===== config.mk =====
export PLATFORM = sky130hd
export DESIGN_NAME = crc_serial_engine
export DESIGN_NICKNAME = d
export VERILOG_FILES = /design/src/rtl/crc_serial_engine_pkg.sv /design/src/rtl/crc_serial_engine_lfsr.sv /design/src/rtl/crc_serial_engine.sv
export SDC_FILE = /design/constraint.sdc
export NUM_CORES = 1
export LEC_CHECK = 0
export ABC_CLOCK_PERIOD_IN_PS = 4300
export BUFFER_PORTS_ARGS = -buffer_cell sky130_fd_sc_hd__buf_2
export CAP_MARGIN = 20
export CORE_AREA = 4 4 62 76
export CTS_CLUSTER_DIAMETER = 30
export DETAILED_ROUTE_END_ITERATION = 7
export DIE_AREA = 0 0 66 80
export SETUP_SLACK_MARGIN = 0.02
export SLEW_MARGIN = 20
export SYNTH_ARGS = -nofsm -noshare
export SYNTH_HDL_FRONTEND = slang
export SYNTH_HIERARCHICAL = 1
export SYNTH_SLANG_ARGS = --single-unit

===== constraint.sdc =====
create_clock -name clk -period 4.3 [get_ports clk]
set_clock_uncertainty 0.1 [all_clocks]
set_input_delay 1.075 -clock clk [delete_from_list [all_inputs] [get_ports clk]]
set_output_delay 1.075 -clock clk [all_outputs]
set_load 0.005 [all_outputs]

===== src/rtl/crc_serial_engine_pkg.sv =====
// crc_serial_engine_pkg: state encoding, width limit and the bit-serial CRC step shared by the engine
package crc_serial_engine_pkg;
  localparam int CRC_W_MAX = 32;
  typedef enum logic [1:0] {IDLE, CALC, SHIFT, CHECK} crc_state_e;
  // Reflected LFSR step on a zero-extended W-bit state; the MSB always takes the raw feedback.
  function automatic logic [CRC_W_MAX-1:0] crc_step(
    input logic [CRC_W_MAX-1:0] s,
    input logic                 d,
    input logic [CRC_W_MAX-1:0] poly,
    input int                   w
  );
    logic                 fb;
    logic [CRC_W_MAX-1:0] top;
    fb  = d ^ s[0];
    top = {{(CRC_W_MAX-1){1'b0}}, 1'b1} << (w - 1);
    return (((s >> 1) ^ (poly & {CRC_W_MAX{fb}})) & ~top) | (fb ? top : '0);
  endfunction
endpackage


===== src/rtl/crc_serial_engine_lfsr.sv =====
// crc_serial_engine_lfsr: W-bit CRC register that restarts from SEED or advances one data bit per clock
module crc_serial_engine_lfsr
  import crc_serial_engine_pkg::*;
#(
  parameter int           W    = 8,
  parameter logic [W-1:0] POLY = '0,
  parameter logic [W-1:0] SEED = '0
) (
  input  logic         clk,
  input  logic         rst_n,
  input  logic         start,
  input  logic         step,
  input  logic         data,
  output logic [W-1:0] lfsr_q
);
  logic [W-1:0] base;
  logic [W-1:0] lfsr_d;
  always_comb begin
    base   = start ? SEED : lfsr_q;
    lfsr_d = (start | step) ? W'(crc_step(CRC_W_MAX'(base), data, CRC_W_MAX'(POLY), W)) : lfsr_q;
  end
  always_ff @(posedge clk or negedge rst_n) begin
    if (!rst_n) lfsr_q <= SEED;
    else        lfsr_q <= lfsr_d;
  end
endmodule


===== src/rtl/crc_serial_engine.sv =====
// crc_serial_engine: bit-serial CRC generator/checker with framing FSM, serial output and status flags
module crc_serial_engine
  import crc_serial_engine_pkg::*;
#(
  parameter int                   CRC_WIDTH = 8,
  parameter logic [CRC_WIDTH-1:0] POLY      = CRC_WIDTH'(8'h44),
  parameter logic [CRC_WIDTH-1:0] SEED      = CRC_WIDTH'(8'hD8),
  parameter logic [CRC_WIDTH-1:0] FINAL_XOR = CRC_WIDTH'(8'h00)
) (
  input  logic clk,
  input  logic rst_n,
  input  logic data,
  input  logic active,
  input  logic mode,
  output logic crc,
  output logic valid,
  output logic busy,
  output logic done,
  output logic err
);
  localparam int            CW   = $clog2(CRC_WIDTH);
  localparam logic [CW-1:0] LAST = CW'(CRC_WIDTH - 1);
  crc_state_e           state_q, state_d;
  logic                 mode_q, mode_d;
  logic [CW-1:0]        cnt_q, cnt_d;
  logic [CRC_WIDTH-1:0] out_sr_q, out_sr_d;
  logic                 crc_q, crc_d, valid_q, valid_d, busy_q, busy_d;
  logic                 done_q, done_d, err_q, err_d;
  logic [CRC_WIDTH-1:0] lfsr_q;
  logic                 start, lfsr_step, out_phase, last, miss;
  crc_serial_engine_lfsr #(.W(CRC_WIDTH), .POLY(POLY), .SEED(SEED)) u_lfsr (
    .clk(clk), .rst_n(rst_n), .start(start), .step(lfsr_step), .data(data), .lfsr_q(lfsr_q)
  );
  // Any ACTIVE outside CALC begins a frame, including an abort of the output window.
  assign start     = active & (state_q != CALC);
  assign lfsr_step = active & (state_q == CALC);
  assign out_phase = (state_q == SHIFT) | (state_q == CHECK);
  assign last      = cnt_q == LAST;
  assign miss      = (state_q == CHECK) & (data ^ out_sr_q[cnt_q]);
  always_comb begin
    state_d  = state_q;
    mode_d   = mode_q;
    cnt_d    = cnt_q;
    out_sr_d = out_sr_q;
    crc_d    = crc_q;
    valid_d  = valid_q;
    busy_d   = busy_q;
    err_d    = err_q;
    done_d   = 1'b0;
    if (start) begin
      state_d = CALC;
      mode_d  = mode;
      crc_d   = 1'b0;
      valid_d = 1'b0;
      busy_d  = 1'b1;
      err_d   = 1'b0;
      done_d  = out_phase & last;
    end else if (state_q == CALC && !active) begin
      out_sr_d = lfsr_q ^ FINAL_XOR;
      cnt_d    = '0;
      state_d  = mode_q ? CHECK : SHIFT;
      valid_d  = !mode_q;
      crc_d    = !mode_q & (lfsr_q[0] ^ FINAL_XOR[0]);
    end else if (out_phase) begin
      err_d   = err_q | miss;
      cnt_d   = last ? cnt_q : cnt_q + 1'b1;
      crc_d   = !last & (state_q == SHIFT) & out_sr_q[cnt_q + 1'b1];
      valid_d = !last & (state_q == SHIFT);
      done_d  = last;
      busy_d  = !last;
      state_d = last ? IDLE : state_q;
    end
  end
  always_ff @(posedge clk or negedge rst_n) begin
    if (!rst_n) begin
      state_q  <= IDLE;
      mode_q   <= 1'b0;
      cnt_q    <= '0;
      out_sr_q <= '0;
      crc_q    <= 1'b0;
      valid_q  <= 1'b0;
      busy_q   <= 1'b0;
      done_q   <= 1'b0;
      err_q    <= 1'b0;
    end else begin
      state_q  <= state_d;
      mode_q   <= mode_d;
      cnt_q    <= cnt_d;
      out_sr_q <= out_sr_d;
      crc_q    <= crc_d;
      valid_q  <= valid_d;
      busy_q   <= busy_d;
      done_q   <= done_d;
      err_q    <= err_d;
    end
  end
  assign crc   = crc_q;
  assign valid = valid_q;
  assign busy  = busy_q;
  assign done  = done_q;
  assign err   = err_q;
endmodule


Word-level counts from Yosys, hierarchy flattened
Cells that the tools add are included.
- bits in registers: 27
- input port bits: 5
- output and inout port bits: 5
- word-level logic and storage cells: 76
- add/subtract/negate cells: 1
- $lt $le $gt $ge: 2
- eq/ne operators: 7
- mux-type cells: 29
- bitwise logic cells: 15
- reductions and logical operators: 12
- operators with widths (operator ; number):
    $mux 1 ; 18
    $mux 8 ; 2
    $mux 3 ; 3
    $lt 3x4->1 const B ; 2
    $mux 2 ; 4
    $or 7x8->8 ; 1
    $and 1x1->1 ; 7
    $xor 7x7->7 ; 1
    $bmux 1 s3 ; 2
    $ne 2x1->1 const B ; 3
    $reduce_and 2->1 ; 3
    $reduce_bool 3->1 ; 2
    $eq 2x2->1 const B ; 2
    $reduce_bool 2->1 ; 2
    $add 3x1->3 const B ; 1
    $eq 3x3->1 const B ; 1
    $logic_not 1->1 ; 3
    $or 1x1->1 ; 3
    $reduce_and 3->1 ; 1
    $eq 2x1->1 const B ; 1
    $xor 1x1->1 ; 2
    $logic_and 1x1->1 ; 1
    $not 1->1 ; 1

Logic depth before layout (Yosys ltp)
- depth after elaboration: 8
- gate-level depth with buffers: 7
- depth with buffers taken out: 5

Hierarchy
The synthesis kept the hierarchy.
- by module, submodules not included (module ; times used ; cells an instance ; area each (um^2) ; seq. area each (um^2)):
    crc_serial_engine ; 1 ; 75 ; 963.4 ; 475.5
    crc_serial_engine_lfsr ; 1 ; 37 ; 396.6 ; 205.2

Worst setup path before layout
Ideal clock, no wire load.
- path type: input -> register
- start: input active
- end: register u_lfsr.lfsr_q[5]
- library setup time: 0.124 ns
- data arrival time: 2.037 ns
- required time: 4.076 ns
- setup slack: 2.039 ns
- stages on the path: 6
- path buffers: 2
- path through: clkbuf_1 inv_1 nor2_1 buf_4 inv_1 a211o_1
- elaborated cells between the ends (all ways): 6
- those cells by class: mux: 1; bitwise: 5
- RTL lines (item ; RTL line ; RTL):
    start: declaration ; crc_serial_engine.sv:13 ; input logic active,
    $and 1x1->1 ; crc_serial_engine.sv:36 ; assign lfsr_step = active & (state_q == CALC);
    net lfsr_step ; crc_serial_engine.sv:30 ; logic start, lfsr_step, out_phase, last, miss;
    $or 1x1->1 ; crc_serial_engine_lfsr.sv:20 ; lfsr_d = (start | step) ? W'(crc_step(CRC_W_MAX'(base), data, CRC_W_MAX'(POLY), W)) : lfsr_q;
    end signal: assignment ; crc_serial_engine_lfsr.sv:24 ; else lfsr_q <= lfsr_d;
    end: declaration ; crc_serial_engine_lfsr.sv:14 ; output logic [W-1:0] lfsr_q
The timed path passes the listed nets, and every way through them passes these cells.
A chain may end at the register's enable or synchronous reset.

Worst setup path in the final report
Ends and elaborated chain as after synthesis.

==> impl_results.md <==
* Launch instance of the worst register-to-register path: state_q[1]
* Number of instances in the synthesized netlist at 112
* Type of element launching the critical path: input port
* Crit path setup slack, layout at 1.91 ns
* Overall die area at 5280 um^2
* Pin count of the biggest net entering global routing at 28
* Share of layout cells above drive strength 1 at 24.4%
* Ys Warns at 6
* DR DRC count at 0
* Register clock-pin slew on the reported worst setup and hold paths at 0.10 ns
* Detailed-router iteration count before antenna repair at 4
* Floorplan Core Area at 3910 um^2
* Area of the multi-input gates at 627 um^2
* Net count after synthesis at 119
* Post-route worst hold slack at 0.421 ns
* DR WL/cell at 14.6 um
* Met3 WL post-DR at 73 um
* Setup Crit Path Kind: input port to register
* Fill cell total of the finished layout at 384
* Power density relative to cell area at 501 nW/um^2
* Headroom to the max-slew limit at 49.2%
* Setup violations, final at 0
* IO Pins at 10
* Number of buffers on the longest clock path at 2
* Hold-fix buffers, CTS at 0
* Total clock buffers created by CTS at 3
* Max-slew violation count at 0
* HPWL reported at the end of detailed placement at 1.84 mm
* RD Place Congestion at 0.729
* Total routed wirelength at 2.53 mm
* Ant. Diodes at 0
* Count of buffers added by post-CTS timing repair for setup at 0
* Final hold violation count at 0
* Netlist area before placement at 1360 um^2
* Final core area utilization at 38.0%
* Routed via count at 882
* Antenna-violating nets left at 0
* H-tree level count at 1
* Worst min path class: register to register
* Launch point of the worst hold path: busy
* Pre-CTS WS at 1.61 ns
* # resized after CTS at 0
* Syn avg cell area at 12.1 um^2
* Post-layout net count at 127
* # port buffers at 9
* Detailed-routing wirelength on met1 at 1.07 mm
* Leakage power summed over all cells at 0.000642 uW
* Result of the run: complete, no violations
* CTS tree: built
* FP Rows at 25
* Clock Sink Count at 27
* Data arrival time of the critical path at 2.45 ns
* Timing-limited maximum frequency at 0.419 GHz
* Total negative setup slack at 0 ns
* Area growth from synthesis to layout at 9.38%
* Actual transition at the worst max-transition pin at 0.759 ns
* Share of the yosys chip area belonging to registers at 50.0%
* Beginning of the critical path: active
* Most frequent standard cell in the layout excluding fill and tap cells: sky130_fd_sc_hd__dfrtp_1
* Overall fraction of global-route tracks in use at 10.6%
* Starting density of the core at 34.8%
* Root cell of the clock tree: sky130_fd_sc_hd__clkbuf_8
* Overall power consumption at 745 uW
* Min cycle time layout at 2.39 ns
* First-pass GRT wire length at 4.26 mm
* Clock insertion delay at the later pin of the skew report at 0.27 ns
* Via count of the first global-routing pass at 898
* VDD IR max at 0.125 mV
* Total overflow reported by the global router at 0
* Antenna violations before repair at 0
* First-iteration detailed-routing DRC count at 89
* Sum of met2 wire segment lengths after detailed routing at 1.36 mm
* Critical-path maximum fanout at 12
* Horizontal die dimension at 66 um
* Final period utilization at 55.5%
* Required @ worst endpoint at 4.37 ns
* Ratio of routed vias to standard cells at 5.10
* Most frequent cells in the layout: 23 x sky130_fd_sc_hd__dfrtp_1, 10 x sky130_fd_sc_hd__nor2_1, 10 x sky130_fd_sc_hd__mux2_2
* Register bit count reported by yosys at 27
* Sequential standard cell area at 681 um^2
* RSZ-0062 raised after global routing: no
* Die boundary height at 80 um
* Distinct cells, synth at 30
* Highest routing layer actually used: met4
* Max_cap viols at 0
* Critical path endpoint category: register
==> state kept, by name, summed over array words and instances, names as in the netlist <==
signal / count
mode_q: 1
busy: 1
done: 1
valid: 1
cnt_q: 3
out_sr_q: 8
state_q: 2
err: 1
crc: 1
u_lfsr/lfsr_q: 8
==> cells by family after synthesis <==
group           Yosys count  share of synthesized area, %
flops                    27                          50.0
fa+ha+maj                 2                          1.84
simple gates             22                          7.91
mux                      19                          19.7
buf+inv                  11                          3.86
xor+xnor                  3                          1.93
compound gates           28                          14.7
==> final cells by class <==
type                       instances  share of cell area [%]
sequential                        27                    45.8
timing repair buffer               9                    3.03
multi-input combinational         74                    42.1
tap                               54                    4.54
inverter                           5                    1.26
clock inverter                     1                   0.505
clock buffer                       3                    2.78
==> critical path, cell delays in order <==
cell and delay, ns:
sky130_fd_sc_hd__buf_2 0.16, sky130_fd_sc_hd__inv_1 0.10, sky130_fd_sc_hd__nor2_1 0.60, sky130_fd_sc_hd__inv_1 0.21, sky130_fd_sc_hd__a211o_1 0.31
==> where the power goes <==
part / switching [uW] / internal [uW]
clock network: 81.1 / 65.8
registers: 65.1 / 327
logic: 80.7 / 125
total: 227 / 518
==> Yosys cell counts <==
library cell / n / area (um^2)
sky130_fd_sc_hd__dfrtp_1: 23 / 576
sky130_fd_sc_hd__mux2_2: 10 / 113
sky130_fd_sc_hd__nor2_1: 10 / 37.5
sky130_fd_sc_hd__inv_1: 5 / 18.8
sky130_fd_sc_hd__mux2i_1: 5 / 50.1
sky130_fd_sc_hd__o21ai_0: 5 / 25.0
sky130_fd_sc_hd__a21oi_1: 4 / 20.0
sky130_fd_sc_hd__a22o_1: 4 / 35.0
sky130_fd_sc_hd__clkbuf_1: 4 / 15.0
sky130_fd_sc_hd__dfstp_2: 4 / 105
sky130_fd_sc_hd__mux4_1: 4 / 105
sky130_fd_sc_hd__nand2b_1: 4 / 25.0
sky130_fd_sc_hd__a31oi_1: 3 / 18.8
sky130_fd_sc_hd__nand2_1: 3 / 11.3
sky130_fd_sc_hd__xnor2_1: 3 / 26.3
sky130_fd_sc_hd__a211o_1: 2 / 17.5
sky130_fd_sc_hd__a2bb2oi_1: 2 / 17.5
sky130_fd_sc_hd__and2_1: 2 / 12.5
sky130_fd_sc_hd__ha_1: 2 / 25.0
sky130_fd_sc_hd__nand3b_1: 2 / 15.0
sky130_fd_sc_hd__o21bai_1: 2 / 15.0
sky130_fd_sc_hd__a21boi_0: 1 / 7.51
sky130_fd_sc_hd__a21oi_2: 1 / 8.76
sky130_fd_sc_hd__a22o_2: 1 / 10.0
sky130_fd_sc_hd__a41o_1: 1 / 10.0
sky130_fd_sc_hd__buf_4: 1 / 7.51
sky130_fd_sc_hd__buf_6: 1 / 11.3
sky130_fd_sc_hd__nor2b_1: 1 / 6.26
sky130_fd_sc_hd__o22a_1: 1 / 8.76
sky130_fd_sc_hd__o22ai_1: 1 / 6.26
==> per-stage QoR <==
stage | instances | instance area, um^2
after detailed placement | 169 | 1440
after floorplan | 112 | 1360
after global routing | 173 | 1490
after global placement | 169 | 1440
final | 173 | 1490
after CTS | 173 | 1490
==> final timing paths <==
path	cells past startpoint	slack (ns)	end
setup reg to reg	4	2.21	u_lfsr/lfsr_q[5]
hold reg to reg	2	0.42	busy
hold / removal	2	0.42	busy
min in group asynchronous	1	0.69	cnt_q[1]
max in group asynchronous	1	3.02	u_lfsr/lfsr_q[1]
setup / recovery	5	1.91	u_lfsr/lfsr_q[5]
==> metal layers <==
layer  GRT usage, %  up-vias
met1           12.3      447
li1               -      420
met3           2.11        4
met4           3.66        0
met2           19.1       11
met5              0        -
(Power assumes the default switching activity.)
